===== config.mk =====
export PLATFORM = sky130hd
export DESIGN_NAME = display_scan_ctrl
export DESIGN_NICKNAME = d
export VERILOG_FILES = /design/src/rtl/display_pkg.sv /design/src/rtl/scan_slot_counter.sv /design/src/rtl/display_scan_ctrl.sv
export SDC_FILE = /design/constraint.sdc
export NUM_CORES = 1
export LEC_CHECK = 0
export ABC_AREA = 1
export CAP_MARGIN = 20
export CORE_MARGIN = 4
export CORE_UTILIZATION = 56
export CTS_CLUSTER_SIZE = 28
export DETAILED_ROUTE_END_ITERATION = 8
export PLACE_DENSITY = 0.76
export SLEW_MARGIN = 20
export SYNTH_ARGS = -nofsm -noshare
export SYNTH_HDL_FRONTEND = slang
export SYNTH_SLANG_ARGS = --single-unit

===== constraint.sdc =====
create_clock -name CLK -period 1.6 [get_ports CLK]
set_clock_uncertainty 0.05 [all_clocks]
set_input_delay 0.16 -clock CLK [delete_from_list [all_inputs] [get_ports CLK]]
set_output_delay 0.16 -clock CLK [all_outputs]
set_load 0.05 [all_outputs]

===== src/rtl/display_pkg.sv =====
// Shared constants for the multiplexed seven-segment scan path:
// state encoding, digit count and anode-off polarity helper.
package display_pkg;

  localparam logic [1:0] IDLE  = 2'd0;
  localparam logic [1:0] BLANK = 2'd1;
  localparam logic [1:0] SHOW  = 2'd2;

  localparam int NUM_DIGITS = 4;

  typedef enum logic [1:0] {
    S_IDLE  = IDLE,
    S_BLANK = BLANK,
    S_SHOW  = SHOW
  } state_e;

  function automatic logic [NUM_DIGITS-1:0] ANODE_OFF(input bit active_low);
    return active_low ? {NUM_DIGITS{1'b1}} : {NUM_DIGITS{1'b0}};
  endfunction

endpackage


===== src/rtl/scan_slot_counter.sv =====
// Modulo-SCAN_DIV slot counter with synchronous clear; flags the last
// blanking cycle and the last cycle of the slot.
module scan_slot_counter #(
  parameter int SCAN_DIV     = 50000,
  parameter int BLANK_CYCLES = 500
) (
  input  logic clk_i,
  input  logic rst_i,
  input  logic clr_i,
  output logic blank_tc_o,
  output logic slot_tc_o
);

  localparam int CW = $clog2(SCAN_DIV);

  logic [CW-1:0] count_q;
  logic [CW-1:0] count_d;

  assign blank_tc_o = (count_q == CW'(BLANK_CYCLES - 1));
  assign slot_tc_o  = (count_q == CW'(SCAN_DIV - 1));

  always_comb begin
    count_d = count_q + CW'(1);
    if (clr_i || slot_tc_o) begin
      count_d = '0;
    end
  end

  always_ff @(posedge clk_i or posedge rst_i) begin
    if (rst_i) begin
      count_q <= '0;
    end else begin
      count_q <= count_d;
    end
  end

endmodule


===== src/rtl/display_scan_ctrl.sv =====
// Four-digit display scan controller: walks SEL through the digits, blanks
// all anodes at the start of every slot and pulses FRAME once per full scan.
module display_scan_ctrl #(
  parameter int SCAN_DIV     = 50000,
  parameter int BLANK_CYCLES = 500,
  parameter int ACTIVE_LOW   = 1
) (
  input  logic       CLK,
  input  logic       RESET,
  input  logic       ENABLE,
  input  logic [3:0] DIGIT_EN,
  output logic [1:0] SEL,
  output logic [3:0] ANODE,
  output logic       BLANK,
  output logic       FRAME,
  output logic [1:0] DBG_STATE
);

  import display_pkg::*;

  localparam logic [NUM_DIGITS-1:0] OFF = ANODE_OFF(ACTIVE_LOW != 0);

  state_e     state_q;
  logic [1:0] sel_q;
  logic [3:0] anode_q;
  logic       blank_q;
  logic       frame_q;
  logic       clr;
  logic       blank_tc;
  logic       slot_tc;

  // The counter is held at zero in IDLE so the first BLANK cycle sees count 0.
  assign clr = !ENABLE || (state_q == S_IDLE);

  scan_slot_counter #(
    .SCAN_DIV    (SCAN_DIV),
    .BLANK_CYCLES(BLANK_CYCLES)
  ) u_counter (
    .clk_i     (CLK),
    .rst_i     (RESET),
    .clr_i     (clr),
    .blank_tc_o(blank_tc),
    .slot_tc_o (slot_tc)
  );

  function automatic logic [NUM_DIGITS-1:0] anode_on(input logic [1:0] sel,
                                                     input logic [3:0] mask);
    logic [NUM_DIGITS-1:0] oh;
    oh = mask[sel] ? (NUM_DIGITS'(1) << sel) : '0;
    return (ACTIVE_LOW != 0) ? ~oh : oh;
  endfunction

  always_ff @(posedge CLK or posedge RESET) begin
    if (RESET) begin
      state_q <= S_IDLE;
      sel_q   <= 2'd0;
      anode_q <= OFF;
      blank_q <= 1'b1;
      frame_q <= 1'b0;
    end else begin
      frame_q <= 1'b0;
      if (!ENABLE) begin
        state_q <= S_IDLE;
        sel_q   <= 2'd0;
        anode_q <= OFF;
        blank_q <= 1'b1;
      end else begin
        case (state_q)
          S_IDLE: begin
            state_q <= S_BLANK;
            anode_q <= OFF;
            blank_q <= 1'b1;
          end
          S_BLANK: begin
            if (blank_tc) begin
              state_q <= S_SHOW;
              anode_q <= anode_on(sel_q, DIGIT_EN);
              blank_q <= 1'b0;
            end else begin
              anode_q <= OFF;
              blank_q <= 1'b1;
            end
          end
          S_SHOW: begin
            if (slot_tc) begin
              // SEL advances on the same edge the anodes go dark.
              state_q <= S_BLANK;
              sel_q   <= sel_q + 2'd1;
              anode_q <= OFF;
              blank_q <= 1'b1;
              frame_q <= (sel_q == 2'd3);
            end else begin
              anode_q <= anode_on(sel_q, DIGIT_EN);
              blank_q <= 1'b0;
            end
          end
          default: begin
            state_q <= S_IDLE;
            sel_q   <= 2'd0;
            anode_q <= OFF;
            blank_q <= 1'b1;
          end
        endcase
      end
    end
  end

  assign SEL       = sel_q;
  assign ANODE     = anode_q;
  assign BLANK     = blank_q;
  assign FRAME     = frame_q;
  assign DBG_STATE = state_q;

endmodule

==> results.sh, run 1 <==
export IMPL_status="complete, no violations"
export IMPL_path_class="flip-flop to flip-flop"
export IMPL_max_cap_violations=0
export IMPL_drc=0
export IMPL_timing_setup_tns_ps=0
export IMPL_placedCellCount=252
export IMPL_num_vias=1321
export IMPL_gp_congestion=0.812
export IMPL_htree_levels=1
export IMPL_avgSynthCellArea_um2=7.75
export IMPL_numCtsBuffers=3
export IMPL_clock_fmax_mhz=670
export IMPL_syn_nets=220
export IMPL_synth_edf_count=0
export IMPL_ctsResizeCount=0
export IMPL_worst_setup_path_end_kind="flip-flop"
export IMPL_dpl_hpwl_um=2440
export IMPL_tritoncts="yes"
export IMPL_final_cells=256
export IMPL_hold_viol_final=0
export IMPL_fin_area_um2=1870
export IMPL_ios=17
export IMPL_clock_latency_ps=320
export IMPL_syn_to_final_growth_pct=18.1
export IMPL_final_setup_viol_count=0
export IMPL_rows=19
export IMPL_grt_usage_pct=19.6
export IMPL_cts_path_max_buffers=2
export IMPL_drtIter0Drc=61
export IMPL_ys_ff_latch=26
export IMPL_ys_flop_type="dfrtp_1"
export IMPL_hold_ws_ps=123
export IMPL_first_global_vias=1332
export IMPL_cp_required_ps=1770
export IMPL_clkSinkCount=26
export IMPL_p_leak_nw=0.878
export IMPL_fillers=230
export IMPL_antennaDiodeCount=0
export IMPL_chipHeight_um=61.1
export IMPL_core_area_um2=2730
export IMPL_cts_root_buf="clkbuf_4"
export IMPL_yosysSeqAreaShare_pct=41.6
export IMPL_via_per_inst=5.16
export IMPL_async_reset_ff_share_pct=100
export IMPL_ant_nets=0
export IMPL_start_kind="flip-flop"
export IMPL_drt_pass1_iterations=5
export IMPL_period_share_pct=93.3
export IMPL_cp_arrival_ps=1660
export IMPL_grt_overflow=0
export IMPL_portBuffers=16
export IMPL_worst_slew_pin_slew_ps=332
export IMPL_grt_max_degree=27
export IMPL_drt_total_wl_um=3110
export IMPL_rsz0062_at_grt="yes"
export IMPL_clk_pin_slew_ps=140
export IMPL_ir_worst_vdd_mv=1.19
export IMPL_synth_cell_type_count=24
export IMPL_place_area_um2=1830
export IMPL_wl_per_cell_um=12.2
export IMPL_finalCriticalPeriod_ps=1490
export IMPL_grt_pass1_wl_um=5550
export IMPL_synth_top_cell_area_share_pct=33.3
export IMPL_num_nets_final=242
export IMPL_path_max_fanout=16
export IMPL_syn_inst=204
export IMPL_die_area_um2=3740
export IMPL_yosysTopAreaCell="dfrtp_1"
export IMPL_pwr_density_cell_nw_per_um2=1240
export IMPL_antenna_found_initial=0
export IMPL_die_width_um=61.1
export IMPL_drive_gt1_share_pct=20.4
export IMPL_finalMaxSlewViolations=0
export IMPL_start_util_pct=57.8
export IMPL_synth_area_leaders="dfrtp_1 33%, nand2_1 13%, dfstp_2 8.3%"
export IMPL_post_cts_setup_buffer_count=0
export IMPL_netlist_area_um2=1580
export IMPL_yosysWarnings=0
export IMPL_slew_headroom_pct=77.8
export IMPL_hold_buffers=0
export IMPL_min_path_type="input pin to async pin"
## where the power goes
group | switching (mW) | total [mW] | leakage [nW] | internal (mW)
Sequential | 0.105 | 0.899 | 0.340 | 0.794
Combinational | 0.653 | 1.08 | 0.516 | 0.429
Clock | 0.192 | 0.331 | 0.0210 | 0.139
Total | 0.950 | 2.31 | 0.878 | 1.36
## registers in the layout, indices dropped and copies added (netlist names)
register / cells
u_counter.count_q: 16
ANODE: 4
DBG_STATE: 2
SEL: 2
BLANK: 1
FRAME: 1
## final cells by class
cell class,count,area [um2],share of cell area [%]
clock buffers,4,36.3,1.95
inverters,24,90.1,4.83
multi-input cells,153,816,43.7
flip-flops and latches,26,659,35.3
well taps,31,38.8,2.08
repair buffers,18,225,12.1
## placed cells by master, fill, tap and decap left out
cell             synthesis  layout
dfrtp_2                  0       2
nand2_2                  2       2
o21ai_1                  1       1
nand4_1                  5       5
inv_1                   22      22
nand2_4                  2       2
and2_1                   1       1
xor2_1                   7       7
nor3_2                   1       1
or2_2                    1       1
o21bai_1                 1       1
nor2_1                  28      28
dfstp_2                  5       5
nor3_1                   2       2
o21ai_0                  2       2
clkbuf_8                 0       1
ha_2                     0       1
nand2_1                 55      55
buf_12                   1       6
ha_1                     9       8
clkbuf_4                 0       3
dfrtp_1                 21      19
clkdlybuf4s50_1          0       6
nand3_2                  1       1
nor3b_1                  1       1
nor2_2                  13      13
inv_2                    2       2
buf_4                    0       6
nand3b_1                 1       1
nand3_1                 20      20
## worst max-delay path, stage by stage (launching register included)
cell and delay (ps):
dfrtp_1 410, ha_2 220, nand3_2 110, nor2_2 160
nand2_2 110, nand2_4 220, nor3b_1 90
## per-layer routing
metal | share of wire, % | GRT usage [%] | vias up | wire (um)
li1 | - | - | 677 | -
met1 | 45 | 25.8 | 609 | 1390
met2 | 50 | 32.8 | 26 | 1540
met3 | 3.7 | 2.73 | 9 | 115
met4 | 2.1 | 7.43 | 0 | 64
met5 | 0 | 0 | - | 0
## cell usage after synthesis (2+ instances only)
library cell / count
dfrtp_1: 21
dfstp_2: 5
ha_1: 9
inv_1: 22
inv_2: 2
nand2_1: 55
nand2_2: 2
nand2_4: 2
nand3_1: 20
nand4_1: 5
nor2_1: 28
nor2_2: 13
nor3_1: 2
o21ai_0: 2
xor2_1: 7
## path summary, 6_finish.rpt
path | startpoint | to | slack, ps | depth (start not counted)
worst max register to register | u_counter.count_q[0] | u_counter.count_q[2] | 110 | 6
worst min register to register | u_counter.count_q[0] | u_counter.count_q[0] | 440 | 1
min in group CLK | u_counter.count_q[0] | u_counter.count_q[0] | 440 | 1
worst min-delay path | RESET | u_counter.count_q[11] | 120 | 3
max in group asynchronous | RESET | ANODE[3] | 1070 | 3
worst max-delay path | u_counter.count_q[0] | u_counter.count_q[2] | 110 | 6
## stage by stage
stage | utilization (%) | setup slack (ps) | power (mW)
after floorplan | - | 53.3 | 1.59
final | 68.2 | 107 | 2.31
after detailed placement | 66.8 | 120 | 1.99
after global routing | 68.2 | -16.4 | 2.45
after CTS | 68.1 | 80.4 | 2.32
after global placement | 66.8 | 160 | 1.96
## kinds of logic after synthesis
kind of cell             share of synthesized area, %
AO/OA/AOI/OAI                                    1.43
XOR/XNOR                                         3.88
adder cells (fa/ha/maj)                          7.13
buffers and inverters                            6.97
flip-flops                                       41.6
AND/OR/NAND/NOR                                  39.0
Note: power is estimated with default switching activity, not from simulation.
==> inputs of run 2 (changes only) <==
--- a/config.mk
+++ b/config.mk
@@ -8,10 +8,10 @@
 export ABC_AREA = 1
 export CAP_MARGIN = 20
 export CORE_MARGIN = 4
-export CORE_UTILIZATION = 56
+export CORE_UTILIZATION = 40
 export CTS_CLUSTER_SIZE = 28
 export DETAILED_ROUTE_END_ITERATION = 8
-export PLACE_DENSITY = 0.76
+export PLACE_DENSITY = 0.59
 export SLEW_MARGIN = 20
 export SYNTH_ARGS = -nofsm -noshare
 export SYNTH_HDL_FRONTEND = slang
==> constraint.sdc (replaced) <==
create_clock -name CLK -period 1.28 [get_ports CLK]
set_clock_uncertainty 0.05 [all_clocks]
set_input_delay 0.128 -clock CLK [delete_from_list [all_inputs] [get_ports CLK]]
set_output_delay 0.128 -clock CLK [all_outputs]
set_load 0.05 [all_outputs]
==> run 2 against run 1 <==
- the flow now finishes with violations (negative setup slack)
- first-iteration DRC count shrank 25%
- fmax grew 8.1%
- die area grew 34%
- sequential share of layout area shrank 7.7 points
- cell count grew 17%
- setup slack lost 210 ps
- critical path type unchanged
- largest cell class unchanged
- largest power group unchanged
==> results.sh, run 2 (same netlist as run 1, synthesis figures left out) <==
export IMPL_status="finished, violations left"
export IMPL_violations="negative setup slack"
export IMPL_rows=22
export IMPL_gp_congestion=0.881
export IMPL_via_per_inst=4.80
export IMPL_timing_setup_tns_ps=-1250
export IMPL_finalMaxSlewViolations=0
export IMPL_hold_buffers=0
export IMPL_start_util_pct=42.2
export IMPL_grt_max_degree=17
export IMPL_pwr_density_cell_nw_per_um2=1470
export IMPL_final_common_cell="nand2_1"
export IMPL_drt_total_wl_um=3680
export IMPL_final_setup_viol_count=22
export IMPL_worst_slew_pin_slew_ps=234
export IMPL_setup_ws_ps=-101
export IMPL_max_cap_violations=0
export IMPL_drive_gt1_share_pct=44.2
export IMPL_cp_arrival_ps=1490
export IMPL_regMostFlops="u_counter.count_q"
export IMPL_clkSinkCount=26
export IMPL_post_route_util_pct=64.5
export IMPL_drtIter0Drc=46
export IMPL_antenna_found_initial=0
export IMPL_cts_root_buf="clkbuf_8"
export IMPL_rsz0062_at_grt="yes"
export IMPL_num_nets_final=268
export IMPL_antennaDiodeCount=0
export IMPL_htree_levels=1
export IMPL_chipHeight_um=70.9
export IMPL_clock_latency_ps=270
export IMPL_drc=0
export IMPL_die_area_um2=5020
export IMPL_drt_pass1_iterations=4
export IMPL_ios=17
export IMPL_syn_to_final_growth_pct=52.8
export IMPL_wl_per_cell_um=12.3
export IMPL_die_width_um=70.9
export IMPL_path_class="flip-flop to flip-flop"
export IMPL_clk_pin_slew_ps=90
export IMPL_final_cell_mix="45 x nand2_1, 23 x buf_4, 19 x nor2_1"
export IMPL_ant_nets=0
export IMPL_internal_power_mw=2.13
export IMPL_p_clk_share_pct=13.2
export IMPL_grt_overflow=0
export IMPL_dpl_hpwl_um=2760
export IMPL_tritoncts="yes"
export IMPL_min_path_type="input pin to async pin"
export IMPL_worst_setup_path_end_kind="flip-flop"
export IMPL_slew_headroom_pct=84.3
export IMPL_place_area_um2=2160
export IMPL_ir_worst_vdd_mv=1.23
export IMPL_path_max_fanout=8
export IMPL_cp_required_ps=1390
export IMPL_hold_viol_final=0
export IMPL_p_leak_nw=1.08
export IMPL_clock_fmax_mhz=724
export IMPL_first_global_vias=1470
export IMPL_dpl_worst_slack_ps=-139
export IMPL_grt_pass1_wl_um=6320
export IMPL_portBuffers=16
export IMPL_finalCriticalPeriod_ps=1380
export IMPL_swShare_pct=39.9
export IMPL_comb_power_share_pct=54.4
export IMPL_numCtsBuffers=3
export IMPL_start_kind="flip-flop"
export IMPL_period_share_pct=108
export IMPL_seqPwrFrac_pct=32.5
export IMPL_core_area_um2=3740
export IMPL_cts_path_max_buffers=2
export IMPL_largest_reg_flops=16
export IMPL_grt_usage_pct=15.4
export IMPL_power_switching_mw=1.42
export IMPL_fin_area_um2=2410
export IMPL_num_vias=1434
-- run 2: cell types whose count changed in the layout (fill, tap and decap cells not counted), sizes merged --
cell	before	now
buf	12	38
-- run 2: cell type report --
| type | instances | area (um2) |
|---|---|---|
| multi-input cells | 153 | 1050 |
| clock buffers | 4 | 45.0 |
| inverters | 24 | 95.1 |
| well taps | 48 | 60.1 |
| flip-flops and latches | 26 | 667 |
| fillers | 325 | 1330 |
| repair buffers | 44 | 498 |
-- run 2: worst paths after layout --
check	endpoint	startpoint	cells past startpoint	slack (ps)
worst min register to register	u_counter.count_q[0]	u_counter.count_q[0]	2	580
max in group asynchronous	u_counter.count_q[3]	RESET	3	840
min in group CLK	DBG_STATE[0]	ENABLE	5	570
worst min-delay path	FRAME	RESET	3	120
worst max-delay path	u_counter.count_q[10]	u_counter.count_q[0]	7	-100
worst max register to register	u_counter.count_q[10]	u_counter.count_q[0]	7	-100
-- run 2: metrics by stage --
stage	hold slack [ps]	instances	power, mW
2_1_floorplan	114	204	2.17
4_1_cts	127	298	3.52
3_5_place_dp	406	292	2.96
3_3_place_gp	396	292	2.92
5_1_grt	182	299	3.78
6_report	120	299	3.55
-- run 2: layer usage --
layer / share of wire, % / track usage [%]
met1: 43 / 19.9
met2: 54 / 27.0
met3: 2.3 / 2.13
met4: 0.87 / 3.97
met5: 0 / 0
-- run 2: what timing repair did --
| item | CTS | global route |
|---|---|---|
| endpoints found under the setup margin | 26 | 26 |
| pin swaps | 5 | 13 |
| setup buffers | 2 | 1 |
| gates resized for setup | 15 | 29 |
-- run 2: power groups by stage --
stage / registers [mW] / clock network [mW] / logic (mW)
after floorplan: 1.49 / 0 / 0.679
after global placement: 1.15 / 0 / 1.77
after detailed placement: 1.16 / 0 / 1.80
after CTS: 1.15 / 0.488 / 1.87
after global routing: 1.17 / 0.525 / 2.08
final: 1.15 / 0.467 / 1.93
-- run 2: worst max-delay path, stage by stage (launching register included) --
cell	delay, ps
dfrtp_1	420
ha_4	190
nand3_4	90
nor2_4	120
nand2_4	90
nand2_8	100
buf_12	160
nor2_2	50
==> inputs of run 3 (changes only) <==
--- a/config.mk
+++ b/config.mk
@@ -7,6 +7,7 @@
 export LEC_CHECK = 0
 export ABC_AREA = 1
 export CAP_MARGIN = 20
+export CORE_ASPECT_RATIO = 1.4
 export CORE_MARGIN = 4
 export CORE_UTILIZATION = 40
 export CTS_CLUSTER_SIZE = 28
==> run 3 against run 2 <==
- the run still ends with negative setup slack left
- worst hold slack got worse by 2.4 ps
- largest power group unchanged
- core utilization grew 1.9 points
- highest routed layer unchanged
- via count grew 4.1%
- critical path type unchanged
- global-route usage rose by 1.2 points
- clock-buffer cell count stayed put
- total power increased by 1.0%
- register-to-register slack got worse by 30 ps
- setup slack worse by 28 ps
==> results.sh, run 3 (same netlist as run 1, synthesis figures left out) <==
export IMPL_antenna_found_initial=0
export IMPL_status="finished, violations left"
export IMPL_r2r_end="u_counter.count_q[14]"
export IMPL_core_area_um2=3740
export IMPL_htree_levels=1
export IMPL_period_share_pct=110
export IMPL_reg2reg_depth=7
export IMPL_largest_reg_flops=16
export IMPL_min_path_type="input pin to async pin"
export IMPL_critPathBufInv=1
export IMPL_hold_buffers=0
export IMPL_die_area_um2=5030
export IMPL_power_mw=3.59
export IMPL_grt_usage_pct=16.6
export IMPL_fillers=291
export IMPL_grt_max_degree=27
export IMPL_regMostFlops="u_counter.count_q"
export IMPL_cp_slowest_stage_delay_ps=420
export IMPL_final_common_cell="nand2_1"
export IMPL_rows=26
export IMPL_via_per_inst=4.98
export IMPL_finalMaxSlewViolations=0
export IMPL_crit_slowest_cell="dfrtp_1"
export IMPL_setup_ws_ps=-129
export IMPL_numCtsBuffers=3
export IMPL_start_kind="flip-flop"
export IMPL_portBuffers=16
export IMPL_p_leak_nw=1.12
export IMPL_die_width_um=61.1
export IMPL_ir_worst_vdd_mv=1.49
export IMPL_first_global_vias=1435
export IMPL_syn_to_final_growth_pct=57.2
export IMPL_wl_met3_um=73
export IMPL_slew_headroom_pct=81.9
export IMPL_cp_arrival_ps=1530
export IMPL_antennaDiodeCount=0
export IMPL_cp_required_ps=1410
export IMPL_drive_gt1_share_pct=46.5
export IMPL_ant_nets=0
export IMPL_num_vias=1493
export IMPL_chipHeight_um=82.4
export IMPL_drt_total_wl_um=4240
export IMPL_worst_setup_path_end_kind="flip-flop"
export IMPL_clock_latency_ps=280
export IMPL_r2r_slack_ps=-130
export IMPL_finalCriticalPeriod_ps=1410
export IMPL_max_cap_violations=0
export IMPL_grt_pass1_wl_um=6310
export IMPL_wl_per_cell_um=14.1
export IMPL_drc=0
export IMPL_rsz0062_at_grt="yes"
export IMPL_drt_pass1_iterations=4
export IMPL_seqPwrFrac_pct=31.9
export IMPL_ios=17
export IMPL_reg2reg_from="u_counter.count_q[1]"
export IMPL_path_cells="ha_4 > nand3_4 > nor2_4 > nand2_4 > buf_12 > nand2_8 > nor2_2"
export IMPL_power_switching_mw=1.46
export IMPL_dpl_hpwl_um=2840
export IMPL_dr_wl_met2_um=2570
export IMPL_swShare_pct=40.6
export IMPL_clock_fmax_mhz=710
export IMPL_num_nets_final=275
export IMPL_final_cell_mix="45 x nand2_1, 29 x buf_4, 18 x nor2_1"
export IMPL_cts_root_buf="clkbuf_8"
export IMPL_multiInputGateArea_um2=1050
export IMPL_post_route_util_pct=66.4
export IMPL_clkSinkCount=26
export IMPL_p_clk_share_pct=15.2
export IMPL_cts_path_max_buffers=2
export IMPL_path_max_fanout=8
export IMPL_gp_congestion=0.790
export IMPL_worst_slew_pin_slew_ps=271
export IMPL_top_layer_used="met4"
export IMPL_tritoncts="yes"
export IMPL_internal_power_mw=2.13
export IMPL_path_class="flip-flop to flip-flop"
export IMPL_drtIter0Drc=47
export IMPL_comb_power_share_pct=52.9
export IMPL_pwr_density_cell_nw_per_um2=1440
export IMPL_critPathTopFamily="simple AND/OR/NAND/NOR gates"
export IMPL_final_setup_viol_count=21
export IMPL_grt_overflow=0
export IMPL_violations="negative setup slack"
export IMPL_wl_met1_um=1550
export IMPL_clk_pin_slew_ps=90
export IMPL_start_util_pct=42.2
export IMPL_regArea_um2=667
export IMPL_hold_viol_final=0
[run 3: final cells by class]
type / count / area share, %
inverter: 24 / 3.83
clock buffer: 4 / 2.22
tap: 42 / 2.11
sequential: 26 / 26.8
multi-input combinational: 154 / 42.4
timing repair buffer: 50 / 22.6
[run 3: through the flow]
| stage | cell area [um2] | setup slack (ps) | instances | hold WS [ps] | setup TNS, ps |
|---|---|---|---|---|---|
| after floorplan | 1660 | -57.0 | 204 | 114 | -818 |
| after global placement | 2170 | -83.7 | 288 | 426 | -1480 |
| after detailed placement | 2170 | -157 | 288 | 431 | -2780 |
| after CTS | 2300 | -59.9 | 293 | 125 | -534 |
| after global routing | 2480 | -181 | 300 | 132 | -3650 |
| final | 2480 | -129 | 300 | 118 | -2250 |
[run 3: routing by layer]
| layer | global-route usage [%] | vias up |
|---|---|---|
| li1 | - | 744 |
| met1 | 18.1 | 728 |
| met2 | 30.8 | 16 |
| met3 | 2.95 | 5 |
| met4 | 6.29 | 0 |
| met5 | 0 | - |
[run 3: timing repair]
item | in CTS | in global routing
pin swaps | 4 | 14
resized for setup | 16 | 27
endpoints found under the hold margin | 0 | 0
endpoints found under the setup margin | 27 | 27
gates cloned | 0 | 1
setup buffers | 1 | 6
[run 3: worst max path at each step]
| stage | slack [ps] | cells past startpoint | start | end |
|---|---|---|---|---|
| after floorplan | -60 | 7 | u_counter.count_q[0] | u_counter.count_q[11] |
| after detailed placement | -160 | 6 | u_counter.count_q[1] | u_counter.count_q[2] |
| after global routing | -180 | 8 | u_counter.count_q[1] | SEL[1] |
| after CTS | -60 | 8 | u_counter.count_q[10] | SEL[1] |
| final | -130 | 7 | u_counter.count_q[1] | u_counter.count_q[14] |
| after global placement | -80 | 6 | u_counter.count_q[1] | u_counter.count_q[2] |
[run 3: tightest hold or removal path: cells and delay by family]
family	cells	cell delay, ps
buffers and inverters	3	670
[run 3: power by group through the flow]
| stage | Clock (mW) | Combinational (mW) | Sequential [mW] |
|---|---|---|---|
| global route | 0.581 | 2.02 | 1.16 |
| floorplan | 0 | 0.679 | 1.49 |
| detailed placement | 0 | 1.74 | 1.15 |
| global placement | 0 | 1.70 | 1.15 |
| CTS | 0.556 | 1.78 | 1.15 |
| finish | 0.546 | 1.90 | 1.14 |
